File: src/rtl/osd_mam_if_arb.sv
// Transaction-level arbiter sharing one MAM memory-access port among N_PORTS requesters.
// Define OSD_MAM_ARB_FIXED_PRIO_EN for fixed lowest-index priority; default is round-robin.
module osd_mam_if_arb #(
    parameter int unsigned N_PORTS    = 2,
    parameter int unsigned DATA_WIDTH = 16,
    parameter int unsigned ADDR_WIDTH = 32
) (
    input  logic                            clk_i,
    input  logic                            rst_i,
    input  logic [N_PORTS-1:0]              s_req_valid,
    output logic [N_PORTS-1:0]              s_req_ready,
    input  logic [N_PORTS-1:0]              s_req_rw,
    input  logic [N_PORTS-1:0]              s_req_burst,
    input  logic [N_PORTS*ADDR_WIDTH-1:0]   s_req_addr,
    input  logic [N_PORTS*14-1:0]           s_req_beats,
    input  logic [N_PORTS-1:0]              s_write_valid,
    output logic [N_PORTS-1:0]              s_write_ready,
    input  logic [N_PORTS*DATA_WIDTH-1:0]   s_write_data,
    input  logic [N_PORTS*DATA_WIDTH/8-1:0] s_write_strb,
    output logic [N_PORTS-1:0]              s_read_valid,
    input  logic [N_PORTS-1:0]              s_read_ready,
    output logic [N_PORTS*DATA_WIDTH-1:0]   s_read_data,
    output logic                            m_req_valid,
    input  logic                            m_req_ready,
    output logic                            m_req_rw,
    output logic [ADDR_WIDTH-1:0]           m_req_addr,
    output logic                            m_req_burst,
    output logic [13:0]                     m_req_beats,
    output logic                            m_write_valid,
    input  logic                            m_write_ready,
    output logic [DATA_WIDTH-1:0]           m_write_data,
    output logic [DATA_WIDTH/8-1:0]         m_write_strb,
    input  logic                            m_read_valid,
    output logic                            m_read_ready,
    input  logic [DATA_WIDTH-1:0]           m_read_data,
    output logic [N_PORTS-1:0]              grant
);

    localparam int unsigned IdxW  = (N_PORTS > 1) ? $clog2(N_PORTS) : 1;
    localparam int unsigned StrbW = DATA_WIDTH / 8;

    typedef enum logic [1:0] {StIdle, StReq, StData} state_e;

    state_e              state_q, state_d;
    logic [N_PORTS-1:0]  grant_q, grant_d;
    logic [IdxW-1:0]     owner_q, owner_d;
    logic [13:0]         cnt_q, cnt_d;
    logic                rw_q, rw_d;
`ifndef OSD_MAM_ARB_FIXED_PRIO_EN
    logic [IdxW-1:0]     ptr_q, ptr_d;
`endif

    logic                win_found;
    logic [IdxW-1:0]     win_idx;
    logic [IdxW-1:0]     cand_idx;
    int unsigned         cand;
    logic                data_hs;

    // Request fields and write data always follow the current owner; valids are gated below.
    assign m_req_rw     = s_req_rw[owner_q];
    assign m_req_burst  = s_req_burst[owner_q];
    assign m_req_addr   = s_req_addr[owner_q*ADDR_WIDTH +: ADDR_WIDTH];
    assign m_req_beats  = s_req_beats[owner_q*14 +: 14];
    assign m_write_data = s_write_data[owner_q*DATA_WIDTH +: DATA_WIDTH];
    assign m_write_strb = s_write_strb[owner_q*StrbW +: StrbW];
    assign s_read_data  = {N_PORTS{m_read_data}};
    assign grant        = grant_q;

    always_comb begin
        win_found = 1'b0;
        win_idx   = '0;
        cand      = 0;
        cand_idx  = '0;
        for (int unsigned k = 0; k < N_PORTS; k++) begin
`ifdef OSD_MAM_ARB_FIXED_PRIO_EN
            cand = k;
`else
            cand = (32'(ptr_q) + k + 1) % N_PORTS;
`endif
            cand_idx = cand[IdxW-1:0];
            if (!win_found && s_req_valid[cand_idx]) begin
                win_found = 1'b1;
                win_idx   = cand_idx;
            end
        end
    end

    always_comb begin
        state_d       = state_q;
        grant_d       = grant_q;
        owner_d       = owner_q;
        cnt_d         = cnt_q;
        rw_d          = rw_q;
`ifndef OSD_MAM_ARB_FIXED_PRIO_EN
        ptr_d         = ptr_q;
`endif
        m_req_valid   = 1'b0;
        s_req_ready   = '0;
        m_write_valid = 1'b0;
        s_write_ready = '0;
        m_read_ready  = 1'b0;
        s_read_valid  = '0;
        data_hs       = 1'b0;

        case (state_q)
            StIdle: begin
                if (win_found) begin
                    grant_d          = '0;
                    grant_d[win_idx] = 1'b1;
                    owner_d          = win_idx;
                    state_d          = StReq;
                end
            end
            StReq: begin
                m_req_valid          = s_req_valid[owner_q];
                s_req_ready[owner_q] = m_req_ready;
                if (s_req_valid[owner_q] && m_req_ready) begin
                    rw_d    = s_req_rw[owner_q];
                    // A zero-length burst still moves one beat.
                    cnt_d   = (s_req_burst[owner_q] && (m_req_beats != 14'd0)) ? m_req_beats
                                                                                : 14'd1;
                    state_d = StData;
                end
            end
            StData: begin
                if (rw_q) begin
                    m_write_valid          = s_write_valid[owner_q];
                    s_write_ready[owner_q] = m_write_ready;
                    data_hs                = s_write_valid[owner_q] && m_write_ready;
                end else begin
                    s_read_valid[owner_q] = m_read_valid;
                    m_read_ready          = s_read_ready[owner_q];
                    data_hs               = m_read_valid && s_read_ready[owner_q];
                end
                if (data_hs) begin
                    cnt_d = cnt_q - 14'd1;
                    if (cnt_q == 14'd1) begin
                        state_d = StIdle;
                        grant_d = '0;
`ifndef OSD_MAM_ARB_FIXED_PRIO_EN
                        ptr_d   = owner_q;
`endif
                    end
                end
            end
            default: state_d = StIdle;
        endcase
    end

    always_ff @(posedge clk_i) begin
        if (rst_i) begin
            state_q <= StIdle;
            grant_q <= '0;
            owner_q <= '0;
            cnt_q   <= '0;
            rw_q    <= 1'b0;
`ifndef OSD_MAM_ARB_FIXED_PRIO_EN
            ptr_q   <= IdxW'(N_PORTS - 1);
`endif
        end else begin
            state_q <= state_d;
            grant_q <= grant_d;
            owner_q <= owner_d;
            cnt_q   <= cnt_d;
            rw_q    <= rw_d;
`ifndef OSD_MAM_ARB_FIXED_PRIO_EN
            ptr_q   <= ptr_d;
`endif
        end
    end

endmodule
File: config.mk
export PLATFORM = sky130hd
export DESIGN_NAME = osd_mam_if_arb
export DESIGN_NICKNAME = d
export VERILOG_FILES = /design/src/rtl/osd_mam_if_arb.sv
export SDC_FILE = /design/constraint.sdc
export NUM_CORES = 1
export LEC_CHECK = 0
export ABC_AREA = 1
export CAP_MARGIN = 20
export CORE_AREA = 5 5 101 103
export CTS_BUF_LIST = sky130_fd_sc_hd__clkbuf_8
export DETAILED_ROUTE_END_ITERATION = 8
export DIE_AREA = 0 0 106 108
export PLACE_DENSITY = 0.79
export SLEW_MARGIN = 10
export SYNTH_ARGS = -nofsm -noshare
export SYNTH_HDL_FRONTEND = slang
export SYNTH_SLANG_ARGS = --single-unit
File: constraint.sdc
create_clock -name clk_i -period 3.7 [get_ports clk_i]
set_input_delay 0.37 -clock clk_i [delete_from_list [all_inputs] [get_ports clk_i]]
set_output_delay 0.37 -clock clk_i [all_outputs]
set_load 0.01 [all_outputs]
======== Yosys cells after proc, flatten, opt, wreduce, memory -nomap -nowiden ========
Index checks and enable logic that the tools add are counted.
cells by class
  $add $sub $neg .......................... 3
  $mul .................................... 1
  divide/modulo/power cells ............... 0
  magnitude comparators ................... 6
  eq/ne operators ......................... 7
  shifts and indexed selects .............. 4
  multiplexer cells ....................... 45
  bitwise gates (word level) .............. 3
  reduce and logical (&&, ||, !) cells .... 18
operators with widths
  kind                                                                          number
  64-bit by 7-bit indexed part select with 32-bit output                        1
  14-bit 2-to-1 mux                                                             3
  32-bit by 6-bit indexed part select with 16-bit output                        1
  14-bit one-hot mux with 2 select lines                                        1
  28-bit by 6-bit indexed part select with 14-bit output                        1
  1-bit 2-to-1 mux                                                              27
  2-bit 2-to-1 mux                                                              10
  14-bit by 1-bit equality test with 1-bit output, second input constant        1
  14-bit nonzero test                                                           1
  14-bit by 1-bit subtractor with 14-bit output, second input constant          1
  1-bit by 2-bit less-than comparator with 1-bit output, second input constant  4
  2-bit inequality test, second input constant                                  4
  4-bit AND reduction                                                           2
  1-bit logical AND                                                             7
  2-bit AND                                                                     3
  2-bit one-hot mux with 3 select lines                                         1
  3-bit AND reduction                                                           2
  1-bit by 3-bit multiplier with 4-bit output, second input constant            1
  2-bit one-hot mux with 2 select lines                                         1
  2-bit AND reduction                                                           2
  2-bit nonzero test                                                            2
  4-bit by 3-bit indexed part select with 2-bit output                          1
  1-bit adder, second input constant                                            2
  1-bit demux with 1-bit select                                                 2
  5 further kinds                                                               6
word-level totals
  register bits after elaboration ......... 21
  latch bits .............................. 0
  RAM bits ................................ 0
  ROM bits ................................ 0
  input port bits ......................... 159
  memories ................................ 0

======== Logic depth before layout (Yosys ltp) ========
Gate-level depths: netlist (run 1).
  word-level depth ........................ 13
  mapped depth ............................ 12
  gate-level depth less buffers ........... 11

======== Least setup slack after synthesis (run 1) ========
Ideal clock, no wire load.
  path type ............................... reg2out
  start ................................... register state_q[1]
  end ..................................... output s_read_valid[0]
  data arrival time ....................... 1.293 ns
  data required time ...................... 3.330 ns
  slack ................................... 2.037 ns
  stages on the path, launching flop included .. 6
  path buffers ............................ 1
  cell sequence ........................... dfxtp_1 -> inv_1 -> nor2_1 -> inv_1 -> clkbuf_1 -> nor4_1
between the ends
  longest elaborated chain between the ends .. 2
RTL lines
  element                 RTL line  source
  from (decl)             44        state_e state_q, state_d;
  from (signal assigned)  152       state_q <= StIdle;
  from (signal assigned)  161       state_q <= state_d;
  2-bit equality test     105       case (state_q)
  2-bit 2-to-1 mux        105
  to (decl)               20        output logic [N_PORTS-1:0] s_read_valid,
Every way passes these cells.

======== Worst setup path after layout (run 1) ========
  start ................................... register owner_q
  end ..................................... output m_req_beats[12]
between the ends
  longest elaborated chain between the ends .. 2
RTL lines
  element                                                 RTL line  source
  from (decl)                                             46        logic [IdxW-1:0] owner_q, owner_d;
  from (signal assigned)                                  163       owner_q <= owner_d;
  1-bit by 3-bit multiplier with 4-bit output             63        assign m_req_beats = s_req_beats[owner_q*14 +: 14];
  28-bit by 6-bit indexed part select with 14-bit output  63
  to (decl)                                               28        output logic [13:0] m_req_beats,
Every way passes these cells.

==> impl_metrics.json, run 1 <==
{
  "outcome": "finished, final reports clean",
  "placed_area_sq_um": 4540,
  "grt_max_degree": 78,
  "cts-buffers-inserted": 3,
  "fp.dieH_um": 108,
  "clkPwrFrac": 0.139,
  "layout_common_cells": "nand2_1, clkdlybuf4s50_1, inv_1",
  "antenna_cells": 0,
  "cts_resized": 0,
  "critical_path_class": "reg -> out",
  "setup_tns_ps": 0,
  "holdBufCountCts": 0,
  "synth_nets": 660,
  "setup_violations": 0,
  "grt_overflow": 0,
  "tightest_slew_ps": 737,
  "max_freq_mhz": 380,
  "clockBufferDepth": 2,
  "htreeDepth": 1,
  "wl_per_cell_um": 14.9,
  "fin_crit_ps": 2630,
  "drc": 0,
  "irDropWorstVdd_uv": 129,
  "maxSlewHeadroom": 0.508,
  "vias": 3649,
  "dp_hpwl_um": 9730,
  "drive_gt1_frac": 0.0164,
  "ys_types": 27,
  "insertion_delay_ps": 270,
  "yosysWarnings": 0,
  "layout-area-overhead-vs-synth_pct": 80.2,
  "start_kind": "flop",
  "hold_class": "reg -> reg",
  "nets": 833,
  "wirelength_um": 11600,
  "p_leak_nw": 2.19,
  "syn_inst": 499,
  "num_rows": 35,
  "die-area_sq_um": 11400,
  "critPathCaptureType": "output port",
  "routed_via_density": 4.67,
  "die_w_um": 106,
  "p_int_mw": 0.693,
  "synth.avg_cell_area_sq_um": 5.11,
  "rsz0062_at_grt": "false",
  "fp.coreArea_sq_um": 9110,
  "fin_area_sq_um": 4590,
  "path_clk_slew_ps": 80,
  "p_per_area_nw_per_um2": 248,
  "p_comb_frac": 0.627,
  "cts_sinks": 21,
  "cts_tree": "yes",
  "postCtsSetupBuffers": 0,
  "grt_pass1_wl_um": 17300,
  "synth_area_sq_um": 2550,
  "boundaryPins": 268,
  "layout_commonest_cell": "nand2_1",
  "ys_ff_latch": 21,
  "clock_skew_ps": 2.15,
  "finalCritPeriodShare": 0.711,
  "cp.arrival_ps": 2260,
  "max-cap-violations": 0,
  "p_switching_mw": 0.444,
  "drt_iter0_markers": 240,
  "final_antenna_net_count": 0,
  "root_buffer": "clkbuf_8",
  "drv_slew": 0,
  "grtUsageTotal": 0.187,
  "swShare": 0.391,
  "dr.pass1.iters": 5,
  "antenna_found_initial": 0,
  "start_util": 0.280,
  "p_seq_frac": 0.234,
  "portBuffers": 219,
  "hold_viol_final": 0,
  "path_max_fanout": 46,
  "seq_area_frac_synth": 0.165,
  "first_global_vias": 3586,
  "crit_required_ps": 3330,
  "gp_congestion": 0.897
}
==> routing by layer <==
metal / global-route usage / vias to the layer above / wire length [um]
met3: 0.0460 / 14 / 888
met2: 0.359 / 170 / 6230
li1: - / 1851 / -
met1: 0.206 / 1614 / 4370
met4: 0.0444 / 0 / 156
met5: 0 / - / 0
==> worst paths after layout <==
check / start / end / slack [ps] / cells past startpoint
setup / recovery: owner_q / m_req_beats[12] / 1070 / 5
hold / removal: grant[1] / grant[1] / 470 / 2
setup reg to reg: owner_q / cnt_q[8] / 1310 / 10
hold reg to reg: grant[1] / grant[1] / 470 / 2
==> through the flow <==
step	utilization	total power, mW	worst slack, ps	cells	hold slack (ps)
4_1_cts	0.504	1.14	1030	782	471
5_1_grt	0.504	1.22	899	782	495
2_1_floorplan	-	0.634	2040	499	439
3_5_place_dp	0.499	0.981	1340	778	457
3_3_place_gp	0.499	0.969	1370	778	450
6_report	0.504	1.14	1070	782	469
==> registers in the layout, summed over array words and instances, names as in the netlist <==
register and cells:
grant 2, rw_q 1, cnt_q 14, ptr_q 1, owner_q 1, state_q 2
==> power groups by stage <==
| stage | sequential [mW] | combinational [mW] | clock [mW] |
|---|---|---|---|
| 4_1_cts | 0.265 | 0.715 | 0.161 |
| 3_3_place_gp | 0.270 | 0.699 | 0 |
| 2_1_floorplan | 0.268 | 0.367 | 0 |
| 5_1_grt | 0.269 | 0.785 | 0.169 |
| 3_5_place_dp | 0.270 | 0.711 | 0 |
| 6_report | 0.266 | 0.713 | 0.158 |
==> Yosys cell counts (all sizes together) <==
cell / instances / area (sq um)
dfxtp: 21 / 420
inv: 39 / 146
o21ai: 29 / 145
nand3: 26 / 130
xnor2: 2 / 17.5
o21bai: 2 / 15.0
nor4: 4 / 25.0
nand3b: 1 / 7.51
nor3: 3 / 15.0
buf: 42 / 313
nand4: 3 / 18.8
a21oi: 20 / 100
nand2: 253 / 960
o211ai: 1 / 7.51
ha: 2 / 25.0
clkbuf: 12 / 45.0
nor2: 37 / 141
or2: 1 / 6.26
xor2: 1 / 8.76
==> cell families after synthesis <==
kind of cell,count (synthesis),synth area share
AOI/OAI and AO/OA,52,0.105
xor gates and xnor gates,3,0.0103
adders and majority gates,2,0.00982
buffers and inverters,93,0.198
DFF,21,0.165
and+or+nand+nor,328,0.512
==> layout make-up <==
class / instances / area, sq um
fill: 920 / 4520
timing repair buffer: 222 / 2210
multi-input combinational: 385 / 1620
sequential: 21 / 422
inverter: 39 / 146
tap: 111 / 139
clock buffer: 3 / 41.3
clock inverter: 1 / 3.75
==> critical path, stage by stage, from the launching register on <==
cell and delay [ps]:
dfxtp_2 330, inv_2 520, buf_4 370, nand2_1 80, nand2_1 100, clkdlybuf4s50_1 560
(Power assumes the default switching activity.)
==> inputs of run 2 (changes only) <==
--- a/config.mk
+++ b/config.mk
@@ -7,11 +7,12 @@
 export LEC_CHECK = 0
 export ABC_AREA = 1
 export CAP_MARGIN = 20
-export CORE_AREA = 5 5 101 103
+export CORE_ASPECT_RATIO = 0.75
+export CORE_MARGIN = 5
+export CORE_UTILIZATION = 27
 export CTS_BUF_LIST = sky130_fd_sc_hd__clkbuf_8
 export DETAILED_ROUTE_END_ITERATION = 8
-export DIE_AREA = 0 0 106 108
-export PLACE_DENSITY = 0.79
+export PLACE_DENSITY = 0.8
 export SLEW_MARGIN = 10
 export SYNTH_ARGS = -nofsm -noshare
 export SYNTH_HDL_FRONTEND = slang
==> constraint.sdc (replaced) <==
create_clock -name clk_i -period 2.4 [get_ports clk_i]
set_input_delay 0.24 -clock clk_i [delete_from_list [all_inputs] [get_ports clk_i]]
set_output_delay 0.24 -clock clk_i [all_outputs]
set_load 0.01 [all_outputs]
==> impl_metrics.json, run 2 (synthesized netlist as in run 1, its figures left out) <==
{
  "outcome": "finished, final reports clean",
  "r2r_cells": 12,
  "clock_skew_ps": 3.53,
  "largest_register_ffs": 14,
  "cts_tree": "yes",
  "layout_common_cells": "nand2_1, clkdlybuf4s50_1, inv_1",
  "dr.pass1.iters": 7,
  "fp.coreArea_sq_um": 9120,
  "clockBufferDepth": 2,
  "p_comb_frac": 0.630,
  "wl_per_cell_um": 14.4,
  "r2r_setup_slack_ps": 470,
  "critPathSlowestCell": "clkdlybuf4s50_1",
  "maxSlewHeadroom": 0.690,
  "tightest_slew_ps": 465,
  "holdBufCountCts": 0,
  "antenna_cells": 0,
  "routed_via_density": 4.50,
  "critPathCaptureType": "output port",
  "p_seq_frac": 0.235,
  "drv_slew": 0,
  "regMostFlops": "cnt_q",
  "p_int_mw": 1.08,
  "postCtsSetupBuffers": 0,
  "critical_path_class": "reg -> out",
  "num_rows": 30,
  "drt_iter0_markers": 152,
  "fp.dieH_um": 94.1,
  "hold_viol_final": 0,
  "root_buffer": "clkbuf_8",
  "grt_max_degree": 78,
  "p_switching_mw": 0.675,
  "layout_commonest_cell": "nand2_1",
  "grt_overflow": 0,
  "setup_violations": 0,
  "critPathTopFamily": "buffers and inverters",
  "fin_crit_ps": 2200,
  "holdPathEnd": "grant[1]",
  "place_ws_ps": 386,
  "wirelength_um": 11600,
  "irDropWorstVdd_uv": 171,
  "worst_slack_ps": 202,
  "insertion_delay_ps": 270,
  "htreeDepth": 1,
  "grtUsageTotal": 0.190,
  "start_util": 0.279,
  "setup_tns_ps": 0,
  "die-area_sq_um": 11500,
  "r2r-end": "cnt_q[10]",
  "start_kind": "flop",
  "worstHoldStart": "grant[1]",
  "finalCritPeriodShare": 0.916,
  "portBuffers": 219,
  "cts-buffers-inserted": 3,
  "final_antenna_net_count": 0,
  "nets": 836,
  "max-cap-violations": 0,
  "cp-startpoint": "owner_q",
  "gp_congestion": 0.926,
  "antenna_found_initial": 0,
  "cts_resized": 0,
  "rsz0062_at_grt": "false",
  "max_freq_mhz": 455,
  "layout-area-overhead-vs-synth_pct": 82.9,
  "path_cells": "inv_2 -> buf_12 -> or2_1 -> o21ai_1 -> inv_1 -> clkdlybuf4s50_1",
  "dp_hpwl_um": 9730,
  "first_global_vias": 3564,
  "path_max_fanout": 27,
  "min_path_cells": 2,
  "max_stage_delay_ps": 540,
  "cts_sinks": 21,
  "path_clk_slew_ps": 80,
  "hold_class": "reg -> reg",
  "drive_gt1_frac": 0.0208,
  "drc": 0,
  "vias": 3606,
  "crit_required_ps": 2160,
  "clkPwrFrac": 0.135,
  "p_per_area_nw_per_um2": 376,
  "swShare": 0.385,
  "regToRegStartpoint": "owner_q",
  "boundaryPins": 268,
  "p_leak_nw": 2.21,
  "grt_pass1_wl_um": 17600,
  "critPathBufInv": 4,
  "die_w_um": 122,
  "cp.arrival_ps": 1960
}
==> run 2: cell type report <==
cell class	count	area [sq um]
multi-input cells	385	1620
repair buffers	225	2260
flip-flops and latches	21	422
clock inverters	1	3.75
clock buffers	3	41.3
inverters	39	146
fillers	885	4460
well taps	128	160
==> run 2: worst max path at each step <==
| stage | to | cells past startpoint |
|---|---|---|
| 6_report | m_req_burst | 6 |
| 5_1_grt | m_req_addr[21] | 5 |
| 4_1_cts | m_req_burst | 6 |
| 3_5_place_dp | cnt_q[12] | 10 |
| 3_3_place_gp | cnt_q[1] | 10 |
| 2_1_floorplan | s_read_valid[0] | 5 |
==> run 2: routing by layer <==
layer,vias up,track usage,part of all wire
li1,1864,-,-
met1,1543,0.223,0.39
met2,175,0.322,0.50
met3,24,0.0819,0.10
met4,0,0.0438,0.017
met5,-,0,0
==> run 2: worst min-delay path, cell delays in order (launching register included) <==
cell	delay [ps]
dfxtp_1	310
nand2_1	60
a21oi_1	50
==> run 2: through the flow <==
step | hold WS, ps | instance area [sq um] | utilization | power [mW] | instances
after global placement | 447 | 4610 | 0.506 | 1.50 | 798
after global routing | 480 | 4660 | 0.511 | 1.89 | 802
after CTS | 470 | 4660 | 0.511 | 1.76 | 802
after detailed placement | 457 | 4610 | 0.506 | 1.52 | 798
after floorplan | 309 | 2550 | - | 0.978 | 499
final | 467 | 4660 | 0.511 | 1.75 | 802
==> run 2: power groups by stage <==
stage	registers (mW)	logic, mW	clock network, mW
final	0.412	1.10	0.236
after floorplan	0.413	0.565	0
after CTS	0.411	1.11	0.240
after global routing	0.416	1.22	0.260
after global placement	0.419	1.09	0
after detailed placement	0.419	1.10	0
